## config.mk

```make
export PLATFORM = sky130hd
export DESIGN_NAME = spi_controller
export DESIGN_NICKNAME = d
export VERILOG_FILES = /design/src/rtl/spi_controller.sv
export SDC_FILE = /design/constraint.sdc
export NUM_CORES = 1
export LEC_CHECK = 0
export ABC_AREA = 1
export CAP_MARGIN = 20
export CORE_MARGIN = 3
export CORE_UTILIZATION = 55
export DETAILED_ROUTE_END_ITERATION = 6
export DONT_BUFFER_PORTS = 1
export GPL_ROUTABILITY_DRIVEN = 0
export GPL_TIMING_DRIVEN = 0
export PLACE_DENSITY = 0.82
export SLEW_MARGIN = 20
export SYNTH_ARGS = -nofsm -noshare
export SYNTH_HDL_FRONTEND = slang
export SYNTH_SLANG_ARGS = --single-unit
```

## constraint.sdc

```tcl
create_clock -name i_clk -period 1.3 [get_ports i_clk]
set_clock_uncertainty 0.05 [all_clocks]
set_input_delay 0.195 -clock i_clk [delete_from_list [all_inputs] [get_ports i_clk]]
set_output_delay 0.195 -clock i_clk [all_outputs]
set_load 0.02 [all_outputs]
```

## src/rtl/spi_controller.sv

```systemverilog
// SPI mode-0 controller that sends and receives one byte per request. cs_n stays low for 18*CLKS_PER_HALF_BIT cycles, then o_rx_dv pulses and o_tx_ready rises in the same cycle.
// A request is taken only while o_tx_ready is high; nothing is queued. Defining SPI_CONTROLLER_DEBUG_EN adds the o_debug_state and o_debug_bit_index ports.
module spi_controller #(
  parameter int CLKS_PER_HALF_BIT = 2
) (
  input  logic       i_clk,
  input  logic       i_reset,
  input  logic [7:0] i_tx_byte,
  input  logic       i_tx_dv,
  output logic       o_tx_ready,
  output logic [7:0] o_rx_byte,
  output logic       o_rx_dv,
  output logic       o_spi_clk,
  output logic       o_spi_copi,
  input  logic       i_spi_cipo,
  output logic       o_spi_cs_n
`ifdef SPI_CONTROLLER_DEBUG_EN
  ,
  output logic [1:0] o_debug_state,
  output logic [2:0] o_debug_bit_index
`endif
);

  localparam int HALF_W = (CLKS_PER_HALF_BIT > 1) ? $clog2(CLKS_PER_HALF_BIT) : 1;
  localparam logic [HALF_W-1:0] HALF_MAX = HALF_W'(CLKS_PER_HALF_BIT - 1);

  typedef enum logic [1:0] {
    IDLE     = 2'd0,
    CS_SETUP = 2'd1,
    TRANSFER = 2'd2,
    CS_HOLD  = 2'd3
  } state_t;

  state_t            r_state;
  state_t            w_next_state;
  logic [HALF_W-1:0] r_half_cnt;
  logic [4:0]        r_edge_cnt;
  logic [2:0]        r_bit_idx;
  logic [7:0]        r_tx_byte;
  logic [7:0]        r_rx_shift;
  logic [7:0]        r_rx_byte;
  logic              r_rx_dv;
  logic              r_spi_clk;
  logic              w_half_last;
  logic              w_last_edge;
  logic              w_accept;
  logic              w_done;

  assign w_half_last = (r_half_cnt == HALF_MAX);
  assign w_last_edge = (r_edge_cnt == 5'd15);

  always_ff @(posedge i_clk) begin
    if (i_reset) begin
      r_state <= IDLE;
    end else begin
      r_state <= w_next_state;
    end
  end

  always_comb begin
    w_next_state = r_state;
    w_accept     = 1'b0;
    w_done       = 1'b0;
    case (r_state)
      IDLE: begin
        if (i_tx_dv) begin
          w_next_state = CS_SETUP;
          w_accept     = 1'b1;
        end
      end
      CS_SETUP: begin
        if (w_half_last) begin
          w_next_state = TRANSFER;
        end
      end
      TRANSFER: begin
        // The 16th SCLK edge (a falling one) coincides with the move to CS_HOLD.
        if (w_half_last && w_last_edge) begin
          w_next_state = CS_HOLD;
        end
      end
      CS_HOLD: begin
        if (w_half_last) begin
          w_next_state = IDLE;
          w_done       = 1'b1;
        end
      end
      default: w_next_state = IDLE;
    endcase
  end

  always_ff @(posedge i_clk) begin
    if (i_reset) begin
      r_half_cnt <= '0;
      r_edge_cnt <= '0;
      r_bit_idx  <= '0;
      r_tx_byte  <= '0;
      r_rx_shift <= '0;
      r_rx_byte  <= '0;
      r_rx_dv    <= 1'b0;
      r_spi_clk  <= 1'b0;
    end else begin
      r_rx_dv <= w_done;
      if (w_accept) begin
        r_tx_byte  <= i_tx_byte;
        r_bit_idx  <= 3'd7;
        r_rx_shift <= '0;
        r_half_cnt <= '0;
        r_edge_cnt <= '0;
        r_spi_clk  <= 1'b0;
      end else if (r_state != IDLE) begin
        r_half_cnt <= w_half_last ? '0 : r_half_cnt + HALF_W'(1);
        if (r_state == TRANSFER && w_half_last) begin
          r_spi_clk  <= ~r_spi_clk;
          r_edge_cnt <= r_edge_cnt + 5'd1;
          if (!r_spi_clk) begin
            r_rx_shift <= {r_rx_shift[6:0], i_spi_cipo};
          end else if (!w_last_edge) begin
            r_bit_idx <= r_bit_idx - 3'd1;
          end
        end
      end
      if (w_done) begin
        r_rx_byte <= r_rx_shift;
      end
    end
  end

  assign o_tx_ready = (r_state == IDLE);
  assign o_spi_cs_n = (r_state == IDLE);
  assign o_spi_clk  = r_spi_clk;
  assign o_spi_copi = (r_state != IDLE) ? r_tx_byte[r_bit_idx] : 1'b0;
  assign o_rx_byte  = r_rx_byte;
  assign o_rx_dv    = r_rx_dv;

`ifdef SPI_CONTROLLER_DEBUG_EN
  assign o_debug_state     = r_state;
  assign o_debug_bit_index = r_bit_idx;
`endif

endmodule

```

Word-level counts from Yosys, hierarchy flattened
Index checks and enable logic that the tools add are counted.

storage, ports and cells
  bits of input ports = 12
  logic and storage cells = 53
  output and inout bits = 13
  register bits after elaboration = 37

operators by class
  bitwise operators = 1
  order comparisons = 1
  add/sub/neg operators = 3
  equality and inequality tests = 9
  reduce and logical (&&, ||, !) cells = 12
  muxes and demuxes = 18

operators with widths
  kind                                                    count
  2-to-1 mux 3 bit                                        5
  2-to-1 mux 2 bit                                        4
  inequality test 2 bit (second input constant)           4
  one-hot mux 2 bit (4 select lines)                      1
  AND reduction 4 bit                                     2
  nonzero test 2 bit                                      4
  2-to-1 mux 1 bit                                        7
  adder 5 x 1 -> 5 bit (second input constant)            1
  equality test 5 x 4 -> 1 bit (second input constant)    1
  equality test 2 bit (second input constant)             2
  < comparator 3 x 4 -> 1 bit (second input constant)     1
  binary-select mux 1 bit (select 3 bit)                  1
  AND reduction 3 bit                                     1
  subtractor 3 x 1 -> 3 bit (second input constant)       1
  equality test 2 x 1 -> 1 bit (second input constant)    1
  logical AND 1 bit                                       2
  logical NOT 2 bit                                       1
  inequality test 2 x 1 -> 1 bit (second input constant)  1
  AND reduction 2 bit                                     1
  OR reduction 2 bit                                      1
  adder 1 bit (second input constant)                     1
  NOT 1 bit                                               1

Logic depth before layout (Yosys ltp)
  depth in word-level cells = 6
  mapped depth = 10
  gate-level depth less buffers = 10

Worst setup path after synthesis
OpenSTA, ideal clock, no wires.

  kind = reg2reg
  start = reg r_state[0]
  end = reg r_tx_byte[0]
  library setup time = 0.116 ns
  path slack = -0.263 ns
  cell stages (with the launch flop) = 8
  arrival time = 1.397 ns
  buffers on the path = 2
  cells stage by stage = dfxtp_1 > inv_1 > ha_1 > nand2_2 > buf_4 > buf_6 > o21ai_0 > nor2_1

on the way
  cells in the longest elaborated chain, start to end = 2

ends and longest elaborated chain
  element                 RTL line  source
  start, declared         34        state_t r_state;
  start signal, assigned  56        r_state <= w_next_state;
  logical NOT 2 bit       n/a
  via o_spi_cs_n          16        output logic o_spi_cs_n
  2-to-1 mux 1 bit        64        case (r_state)
  end signal, assigned    105       r_tx_byte <= i_tx_byte;
  end, declared           39        logic [7:0] r_tx_byte;

The timed path passes the listed nets, and every way through them passes these cells.
A chain may end at the register's enable or synchronous reset.

Worst setup path in the final report
  start = reg r_edge_cnt[1]
  end = reg r_state[1]

on the way
  cells in the longest elaborated chain, start to end = 4

ends and longest elaborated chain
  element                          RTL line  source
  start, declared                  37        logic [4:0] r_edge_cnt;
  start signal, assigned           115       r_edge_cnt <= r_edge_cnt + 5'd1;
  equality test 5 x 4 -> 1 bit     50        assign w_last_edge = (r_edge_cnt == 5'd15);
  logical AND 1 bit                78        if (w_half_last && w_last_edge) begin
  inequality test 2 bit (no line)  n/a
  AND reduction 4 bit (no line)    n/a

No other way between the ends.

==> impl_results.md <==
- Outcome: finished, violations left
- Failing checks: setup timing
- Chip height: 60.40 um
- Hold_ws: 8.175 ps
- CTS tree: yes
- Crit path kind: flop to flop
- Clock Tree Buf Depth: 2
- Commonest non-fill, non-tap cell in the layout: nor2_1
- Vias per cell: 5.533
- Post-Syn Nets: 243
- Placement Setup Slack: -237.7 ps
- Switching power: 0.001568 W
- Slew @ Worst Pin: 508.6 ps
- Starting DRT DRC Count: 134
- DRC viols: 0
- Post-Syn Area per Cell: 7.300 um^2
- Clock Latency Late Sink: 350 ps
- Grt ovf: 0
- HP Class: input pin to flop
- Clock-pin slew on the worst setup and hold paths: 130 ps
- Xor and xnor fraction of the mapped netlist area: 0%
- Maximum fanout along the worst path: 3
- Sw frac: 39.53%
- Vias in the first global route: 1505
- Most frequent cells in the layout: nor2_1, dfxtp_1, nand2_1
- Fin crit period: 1567 ps
- Num rows: 19
- Wire length of the first global-routing pass: 6.630 mm
- Synth Area in Compound Gates: 13.60%
- Synth Area in Adders: 6.149%
- Core Footprint: 2781 um^2
- Area Overhead vs Synth: 39.12%
- Area of the multi-input gates: 999.7 um^2
- Initial core utilization: 58.52%
- Post-DP HPWL: 2.237 mm
- Nets: 275
- Storage cell area: 749.5 um^2
- Total track usage: 24.28%
- Multiplexer share of the synthesized area: 0%
- Fin. max-slew vios: 0
- Antenna Nets Post-Route: 0
- Sequential share of power: 37.8%
- Seq cells post-synth: 37
- Die area: 3648 um^2
- WP data arrival: 1790 ps
- Startpoint Class: flop
- Hold Vio Cnt, Final: 0
- Grt peak-use layer: met2
- Final TNS setup: -4703 ps
- Comb pwr share: 41.7%
- Post-synthesis simple-gate area fraction: 26.52%
- Clock Sinks: 37
- Met2 Usage GRT: 43.67%
- Routed WL: 4.570 mm
- Cell area after synthesis: 1628 um^2
- Antenna violations before repair: 0
- Peak VDD IR: 1.681 mV
- Layout cells sized above 1: 33.98%
- Synth warn: 0
- Max_slew headroom: 66.09%
- Worst Path Required: 1520 ps
- Final Cycle Share: 120.6%
- Met1 Use GR: 27.45%
- Power share of the clock group: 20.5%
- Largest net degree at the start of global routing: 13
- Largest family of logic cells by synthesized area: simple AND/OR/NAND/NOR gates
- Num CTS Buffers: 5
- Setup violators final: 39
- CTS H-tree lvls: 2
- FILL cells: 141
- DRT Pass-1 Iters: 4
- Max-Cap Viols: 0
- Vias: 1588
- Achievable Freq: 0.6380 GHz
- Root Buffer: clkbuf_4
- Number of antenna diodes: 0
- Port bufs: 0
- Horiz. Die Dim: 60.40 um
- Syn Inst Count: 223
- GR Util met3: 5.745%
- Element type at the critical path end: flop
- Yosys cell types: 21
- Power Internal: 0.002399 W
- Post-route setup slack: -267.4 ps
- Ports: 25
- Drt wl/cell: 15.92 um
- Seq/Total Area, Yosys: 45.50%
- Power per cell area: 1751 nW/um^2
- RSZ-0062 raised after global routing: true
- LEAKAGE: 0.9284 nW
[metal layers]
| metal | part of all wire, % | vias to the layer above | routed length, um |
|---|---|---|---|
| li1 | - | 779 | - |
| met1 | 41 | 743 | 1875 |
| met2 | 52 | 55 | 2361 |
| met3 | 5.8 | 11 | 267 |
| met4 | 1.4 | 0 | 65 |
| met5 | 0 | - | 0 |
[critical path: stages, from the launching register on]
cell,delay (ps)
dfxtp_2,370
ha_4,150
inv_4,40
nor3_4,110
ha_2,210
nand2_2,70
nand2_2,110
nand3_2,100
nand2_2,100
nand2_2,50
nor2_2,150
[flip-flops by register name, indices dropped and copies added (netlist names)]
name and flops:
r_bit_idx 3, r_edge_cnt 5, r_tx_byte 8, o_rx_byte 8
o_rx_dv 1, r_state 2, o_spi_clk 1, r_half_cnt 1
r_rx_shift 8
[worst paths after layout]
kind                       from      endpoint  slack, ps  cells past startpoint
hold / removal     i_tx_byte[5]  r_tx_byte[5]          8                      2
setup / recovery  r_edge_cnt[1]    r_state[1]       -270                     10
setup reg to reg  r_edge_cnt[1]    r_state[1]       -270                     10
hold reg to reg    r_tx_byte[7]  r_tx_byte[7]        410                      2
[final cells by class]
type | count | area share, %
Multi-Input combinational cell | 157 | 44.14
Sequential cell | 37 | 33.09
Timing Repair Buffer | 24 | 9.669
Inverter | 25 | 5.525
Buffer | 5 | 2.320
Clock buffer | 6 | 1.823
Clock inverter | 2 | 1.713
Tap cell | 31 | 1.713
[stage by stage]
stage | instances | power (W) | util [%] | area (um^2)
floorplan | 223 | 0.002349 | - | 1680
detailed placement | 254 | 0.002541 | 61.81 | 1719
finish | 287 | 0.003966 | 81.42 | 2265
global placement | 254 | 0.002511 | 61.81 | 1719
global route | 287 | 0.004160 | 81.42 | 2265
CTS | 282 | 0.003655 | 77.10 | 2145
[kinds of logic after synthesis]
| family | Yosys count |
|---|---|
| DFF | 37 |
| AOI/OAI and AO/OA | 44 |
| buffers and inverters | 30 |
| and+or+nand+nor | 104 |
| adders and majority gates | 8 |
[timing repair]
| action | 4_1_cts | 5_1_grt |
|---|---|---|
| endpoints found under the setup margin | 39 | 39 |
| cloned | 2 | 0 |
| setup buffers | 11 | 4 |
| resized for setup | 61 | 29 |
| pin swaps | 14 | 9 |
| hold buffers | 7 | 1 |
| endpoints found under the hold margin | 10 | 1 |
[Yosys cell counts, drive strengths merged]
library cell  count  share of area, %
a21oi            14               4.3
a31oi             1              0.38
buf               4               1.9
clkbuf            1              0.23
clkinv            1              0.54
dfxtp            37                46
ha                8               6.1
inv              24               5.5
nand2            36               9.4
nand3            10               3.1
nand4             1              0.38
nor2             56                13
nor3              1              0.31
o21ai            29               8.9
[power groups by stage]
stage | Clock (W) | Combinational, W | Sequential [W]
2_1_floorplan | 0 | 0.000903 | 0.00145
5_1_grt | 0.000856 | 0.00179 | 0.00152
3_3_place_gp | 0 | 0.00104 | 0.00147
6_report | 0.000813 | 0.00165 | 0.00150
3_5_place_dp | 0 | 0.00107 | 0.00147
4_1_cts | 0.000812 | 0.00138 | 0.00146
(Power assumes the default switching activity.)
